`config.mk`:
```
export PLATFORM = sky130hd
export DESIGN_NAME = store_rmw_unit
export DESIGN_NICKNAME = d
export VERILOG_FILES = /design/src/rtl/mips_mem_pkg.sv /design/src/rtl/store_lane_merge.sv /design/src/rtl/store_rmw_unit.sv
export SDC_FILE = /design/constraint.sdc
export NUM_CORES = 1
export LEC_CHECK = 0
export ABC_AREA = 1
export CAP_MARGIN = 15
export CORE_MARGIN = 2
export CORE_UTILIZATION = 45
export DETAILED_ROUTE_END_ITERATION = 7
export DONT_BUFFER_PORTS = 1
export SETUP_SLACK_MARGIN = 0.02
export SYNTH_ARGS = -nofsm -noshare
export SYNTH_HDL_FRONTEND = slang
export SYNTH_SLANG_ARGS = --single-unit
```
`constraint.sdc`:
```
create_clock -name clk -period 2.2 [get_ports clk]
set_input_delay 0.33 -clock clk [delete_from_list [all_inputs] [get_ports clk]]
set_output_delay 0.33 -clock clk [all_outputs]
set_load 0.005 [all_outputs]
```
`src/rtl/mips_mem_pkg.sv`:
```
// Shared definitions for the data-memory store path.
// Provides the request size encodings, the store RMW state enum, and a helper
// that flags misaligned or illegal store requests.
package mips_mem_pkg;

  typedef enum logic [1:0] {
    SZ_BYTE    = 2'b00,
    SZ_HALF    = 2'b01,
    SZ_WORD    = 2'b10,
    SZ_ILLEGAL = 2'b11
  } reqSize_e;

  typedef enum logic [2:0] {
    IDLE  = 3'd0,
    READ  = 3'd1,
    WRITE = 3'd2,
    DONE  = 3'd3,
    FAULT = 3'd4
  } rmwState_e;

  // A request faults when its size is illegal or its byte offset is not a
  // multiple of its size. Byte stores can never be misaligned.
  function automatic logic isStoreFault(input reqSize_e size, input logic [1:0] lane);
    case (size)
      SZ_HALF:    return lane[0];
      SZ_WORD:    return lane != 2'b00;
      SZ_ILLEGAL: return 1'b1;
      default:    return 1'b0;
    endcase
  endfunction

endpackage

```
`src/rtl/store_lane_merge.sv`:
```
// Little-endian lane merge: drops a byte, halfword or word of new data into an
// existing 32-bit memory word.
// Ports:
//   oldWord - word currently held in memory
//   data    - store data; only the low 8/16 bits are used for byte/half
//   size    - store size encoding
//   lane    - byte offset within the word (addr[1:0])
//   merged  - resulting word to write back
module store_lane_merge
  import mips_mem_pkg::*;
(
  input  logic [31:0] oldWord,
  input  logic [31:0] data,
  input  reqSize_e    size,
  input  logic [1:0]  lane,
  output logic [31:0] merged
);

  always_comb begin
    merged = oldWord;
    case (size)
      SZ_BYTE: merged[{lane, 3'b000} +: 8]        = data[7:0];
      // Halfword lane is 0 or 2; lane[0] is already rejected as a fault.
      SZ_HALF: merged[{lane[1], 4'b0000} +: 16]   = data[15:0];
      SZ_WORD: merged                             = data;
      default: merged                             = oldWord;
    endcase
  end

endmodule

```
`src/rtl/store_rmw_unit.sv`:
```
// Store unit between the MEM-stage store request and word-organised data
// memory. Word stores write directly; byte/half stores read the word, merge
// the lane and write it back. All memory strobes are held until ack.
// Ports:
//   clk, reset            - clock, synchronous active-high reset
//   i_req_valid/o_req_ready, i_req_size/addr/data - store request handshake
//   o_mem_addr/rd/wr/wdata, i_mem_rdata/ack       - ack-based memory port
//   o_done  - one-cycle pulse when the store has been committed
//   o_fault - one-cycle pulse for misaligned/illegal requests (no access)
//
// state | meaning
// IDLE  | ready for a request; captures it on valid
// READ  | rd strobe held for the old word until ack
// WRITE | wr strobe held with the merged/word data until ack
// DONE  | o_done pulse, not ready
// FAULT | o_fault pulse, not ready
module store_rmw_unit
  import mips_mem_pkg::*;
#(
  parameter int ADDR_WIDTH = 32
) (
  input  logic                  clk,
  input  logic                  reset,
  input  logic                  i_req_valid,
  output logic                  o_req_ready,
  input  logic [1:0]            i_req_size,
  input  logic [ADDR_WIDTH-1:0] i_req_addr,
  input  logic [31:0]           i_req_data,
  output logic [ADDR_WIDTH-1:0] o_mem_addr,
  output logic                  o_mem_rd,
  output logic                  o_mem_wr,
  output logic [31:0]           o_mem_wdata,
  input  logic [31:0]           i_mem_rdata,
  input  logic                  i_mem_ack,
  output logic                  o_done,
  output logic                  o_fault
);

  rmwState_e   state;
  reqSize_e    capSize;
  logic [1:0]  capLane;
  logic [31:0] capData;
  logic [31:0] mergedWord;
  reqSize_e    reqSize;

  assign reqSize = reqSize_e'(i_req_size);

  store_lane_merge uMerge (
    .oldWord (i_mem_rdata),
    .data    (capData),
    .size    (capSize),
    .lane    (capLane),
    .merged  (mergedWord)
  );

  always_ff @(posedge clk) begin
    if (reset) begin
      state       <= IDLE;
      o_req_ready <= 1'b1;
      o_mem_addr  <= '0;
      o_mem_rd    <= 1'b0;
      o_mem_wr    <= 1'b0;
      o_mem_wdata <= '0;
      o_done      <= 1'b0;
      o_fault     <= 1'b0;
      capSize     <= SZ_BYTE;
      capLane     <= 2'b00;
      capData     <= '0;
    end else begin
      o_done  <= 1'b0;
      o_fault <= 1'b0;
      case (state)
        IDLE: begin
          if (i_req_valid) begin
            capSize     <= reqSize;
            capLane     <= i_req_addr[1:0];
            capData     <= i_req_data;
            o_req_ready <= 1'b0;
            if (isStoreFault(reqSize, i_req_addr[1:0])) begin
              state   <= FAULT;
              o_fault <= 1'b1;
            end else begin
              o_mem_addr <= {i_req_addr[ADDR_WIDTH-1:2], 2'b00};
              if (reqSize == SZ_WORD) begin
                state       <= WRITE;
                o_mem_wr    <= 1'b1;
                o_mem_wdata <= i_req_data;
              end else begin
                state    <= READ;
                o_mem_rd <= 1'b1;
              end
            end
          end
        end
        READ: begin
          if (i_mem_ack) begin
            state       <= WRITE;
            o_mem_rd    <= 1'b0;
            o_mem_wr    <= 1'b1;
            o_mem_wdata <= mergedWord;
          end
        end
        WRITE: begin
          if (i_mem_ack) begin
            state    <= DONE;
            o_mem_wr <= 1'b0;
            o_done   <= 1'b1;
          end
        end
        DONE, FAULT: begin
          state       <= IDLE;
          o_req_ready <= 1'b1;
        end
        default: begin
          state       <= IDLE;
          o_req_ready <= 1'b1;
          o_mem_rd    <= 1'b0;
          o_mem_wr    <= 1'b0;
        end
      endcase
    end
  end

endmodule

```
==> results.md <==
* Status: completed
* Die width at 120 um
* Slew Limit Headroom at 40.0%
* DR WL/cell at 15.3 um
* Reg clk slew, reported paths at 80 ps
* Endpoints failing hold at 0
* Worst r2r dst: o_mem_wdata[12]$_SDFFE_PP0P_
* Kind of critical path: flop to flop
* Crit path max fanout at 8
* Largest net degree at the start of global routing at 65
* Routed Antenna Nets at 0
* TritonCTS buffer count at 9
* Hold Path End: capData[20]$_SDFFE_PP0P_
* DRC errors left at 0
* CTS tree: yes
* Reg2reg setup slack at 240 ps
* DR vias at 6128
* Htree depth at 3
* Filler Cell Count at 1464
* Dpl cells at 1185
* CTS resizes at 0
* Slew @ Worst Pin at 899 ps
* First-pass GRT wire length at 29200 um
* Ant. Diodes at 0
* CP Capture Type: flop
* Mapped cell area at 0.00608 mm2
* Share of layout cells above drive strength 1 at 5.66%
* Total setup buffers inserted after CTS at 0
* Synth Register Bits at 106
* HPWL Detailed at 13300 um
* Hold buffers post-CTS at 0
* Met2 WL post-DR at 8120 um
* Clock Latency Late Sink at 360 ps
* P&R area growth vs syn at 8.02%
* Unrepaired setup endpoints after global routing: false
* Number of synthesis warnings at 0
* Post-layout util at 49.6%
* Min Hold Slack at 33.0 ps
* Die H at 120 um
* CORE AREA at 0.0132 mm2
* Die area at 0.0145 mm2
* Cell variety after synth at 26
* Clk sink count at 106
* Cells after Synth at 1037
* Most common cell after layout, fill and taps aside: nand2_1
* Setup violations, final at 0
* CP startpoint kind: flop
* CTS Buffer Depth at 2
* Initial core utilization at 45.9%
* TNS Setup at 0 ps
* Final worst path period share at 89.2%
* CP required at 2500 ps
* Via/cell ratio at 5.10
* Fmax at 0.509 GHz
* Hold_sp: reset
* Hold WC Path Type: input port to flop
* Min Clock Period, post-route at 1960 ps
* 1st-iter DRT viols at 401
* Final net count at 1127
* Final WL at 18300 um
* Overflow after GRT at 0
* R2R Path Start: capLane[1]$_SDFFE_PP0P_
* Hold Path Depth at 1
* CTS root buf: clkbuf_16
* Port Buffers at 0
* Peak VDD IR at 0.658 mV
* I/O pins at 171
* Post-synthesis sequential area ratio at 34.9%
* Commonest non-fill, non-tap cells in the layout: nand2_1, nor2_1, inv_1
* Leak at 3.27 nW
* M1 WL at 8230 um
* Met3 wire len at 1520 um
* Initial antenna violation count at 0
* Vias in the first global route at 5740
* Layout Cells excl Fill at 1201
* Routability Congestion at 0.852
* Drt first pass iters at 5
* Syn_area_per_cell at 5.87 um2
* FF-to-FF path depth at 10
* Number of max-cap violations at 0
* Clk_skew at 6.97 ps
* Global-route usage over all layers at 25.4%
* Max Slew Vio Count at 0
* FP Rows at 42
* Top routing layer used: met4
* P per Cell Area at 1200 mW/mm2
* Worst Path Arrival at 2260 ps
==> final cells by class <==
class / instances / area (um2) / area share (%)
sequential: 106 / 2120 / 32.3
tap: 176 / 220 / 3.35
multi-input combinational: 753 / 3250 / 49.4
clock buffer: 10 / 229 / 3.48
timing repair buffer: 26 / 233 / 3.54
clock inverter: 6 / 55.1 / 0.838
inverter: 124 / 465 / 7.08
==> cells in the mapped netlist (all sizes together) <==
master	n	share of area [%]
clkinv	6	0.37
clkbuf	24	1.5
nor3	4	0.41
ha	5	1.0
a21oi	81	6.7
nand3b	9	1.1
o21ai	69	5.7
conb	1	0.062
nor2	187	12
inv	118	7.3
nand4	16	1.6
nand2	330	21
nand3	50	4.2
dfxtp	106	35
buf	31	2.7
==> routing by layer <==
metal | global-route usage, % | vias up
met4 | 8.79 | 0
met5 | 0 | -
li1 | - | 3170
met3 | 8.07 | 29
met1 | 33.0 | 2712
met2 | 40.0 | 217
==> registers in the layout (all words and copies together) (netlist names) <==
name	count
capData	32
o_mem_wdata	32
o_mem_addr	30
o_req_ready	1
o_done	1
o_mem_rd	1
o_mem_wr	1
capLane	2
o_fault	1
capSize	2
state	3
==> worst max-delay path, stage by stage (launching register included) <==
cell,delay (ps)
dfxtp_1,410
inv_1,140
ha_1,340
nand2_1,70
nor2_1,440
nand2_1,120
nand2_1,90
nand2_1,50
nand3_1,70
nand2_1,50
a21oi_1,120
==> stage by stage <==
step	instance area (um2)	power (mW)	setup slack, ps
floorplan	6090	5.41	217
global placement	6290	6.36	302
detailed placement	6290	6.35	277
CTS	6570	7.95	231
global route	6570	8.59	44.0
finish	6570	7.91	237
==> report_power, final <==
| part | total (mW) | internal [mW] | switching, mW |
|---|---|---|---|
| combinational | 3.34 | 1.11 | 2.22 |
| clock | 1.59 | 0.784 | 0.809 |
| sequential | 2.98 | 2.48 | 0.495 |
| total | 7.91 | 4.38 | 3.53 |
==> kinds of logic (layout without fill, tap and decap cells) <==
group / after synthesis / count (layout) / share of synthesized area (%)
compound gates: 150 / 150 / 12.4
fa+ha+maj: 5 / 5 / 1.03
buf+inv: 179 / 166 / 11.8
flops: 106 / 106 / 34.9
other cells: 1 / 2 / 0.0616
simple gates: 596 / 596 / 39.8
==> worst max path at each step <==
| stage | from | to | slack, ps |
|---|---|---|---|
| after global routing | capLane[1]$_SDFFE_PP0P_ | o_mem_wdata[12]$_SDFFE_PP0P_ | 40 |
| after CTS | capLane[1]$_SDFFE_PP0P_ | o_mem_wdata[12]$_SDFFE_PP0P_ | 230 |
| after floorplan | capLane[0]$_SDFFE_PP0P_ | o_mem_wdata[30]$_SDFFE_PP0P_ | 220 |
| after detailed placement | capLane[1]$_SDFFE_PP0P_ | o_mem_wdata[12]$_SDFFE_PP0P_ | 280 |
| after global placement | capLane[0]$_SDFFE_PP0P_ | o_mem_wdata[15]$_SDFFE_PP0P_ | 300 |
| final | capLane[1]$_SDFFE_PP0P_ | o_mem_wdata[12]$_SDFFE_PP0P_ | 240 |
No activity file was read; power rests on OpenSTA's default activity.
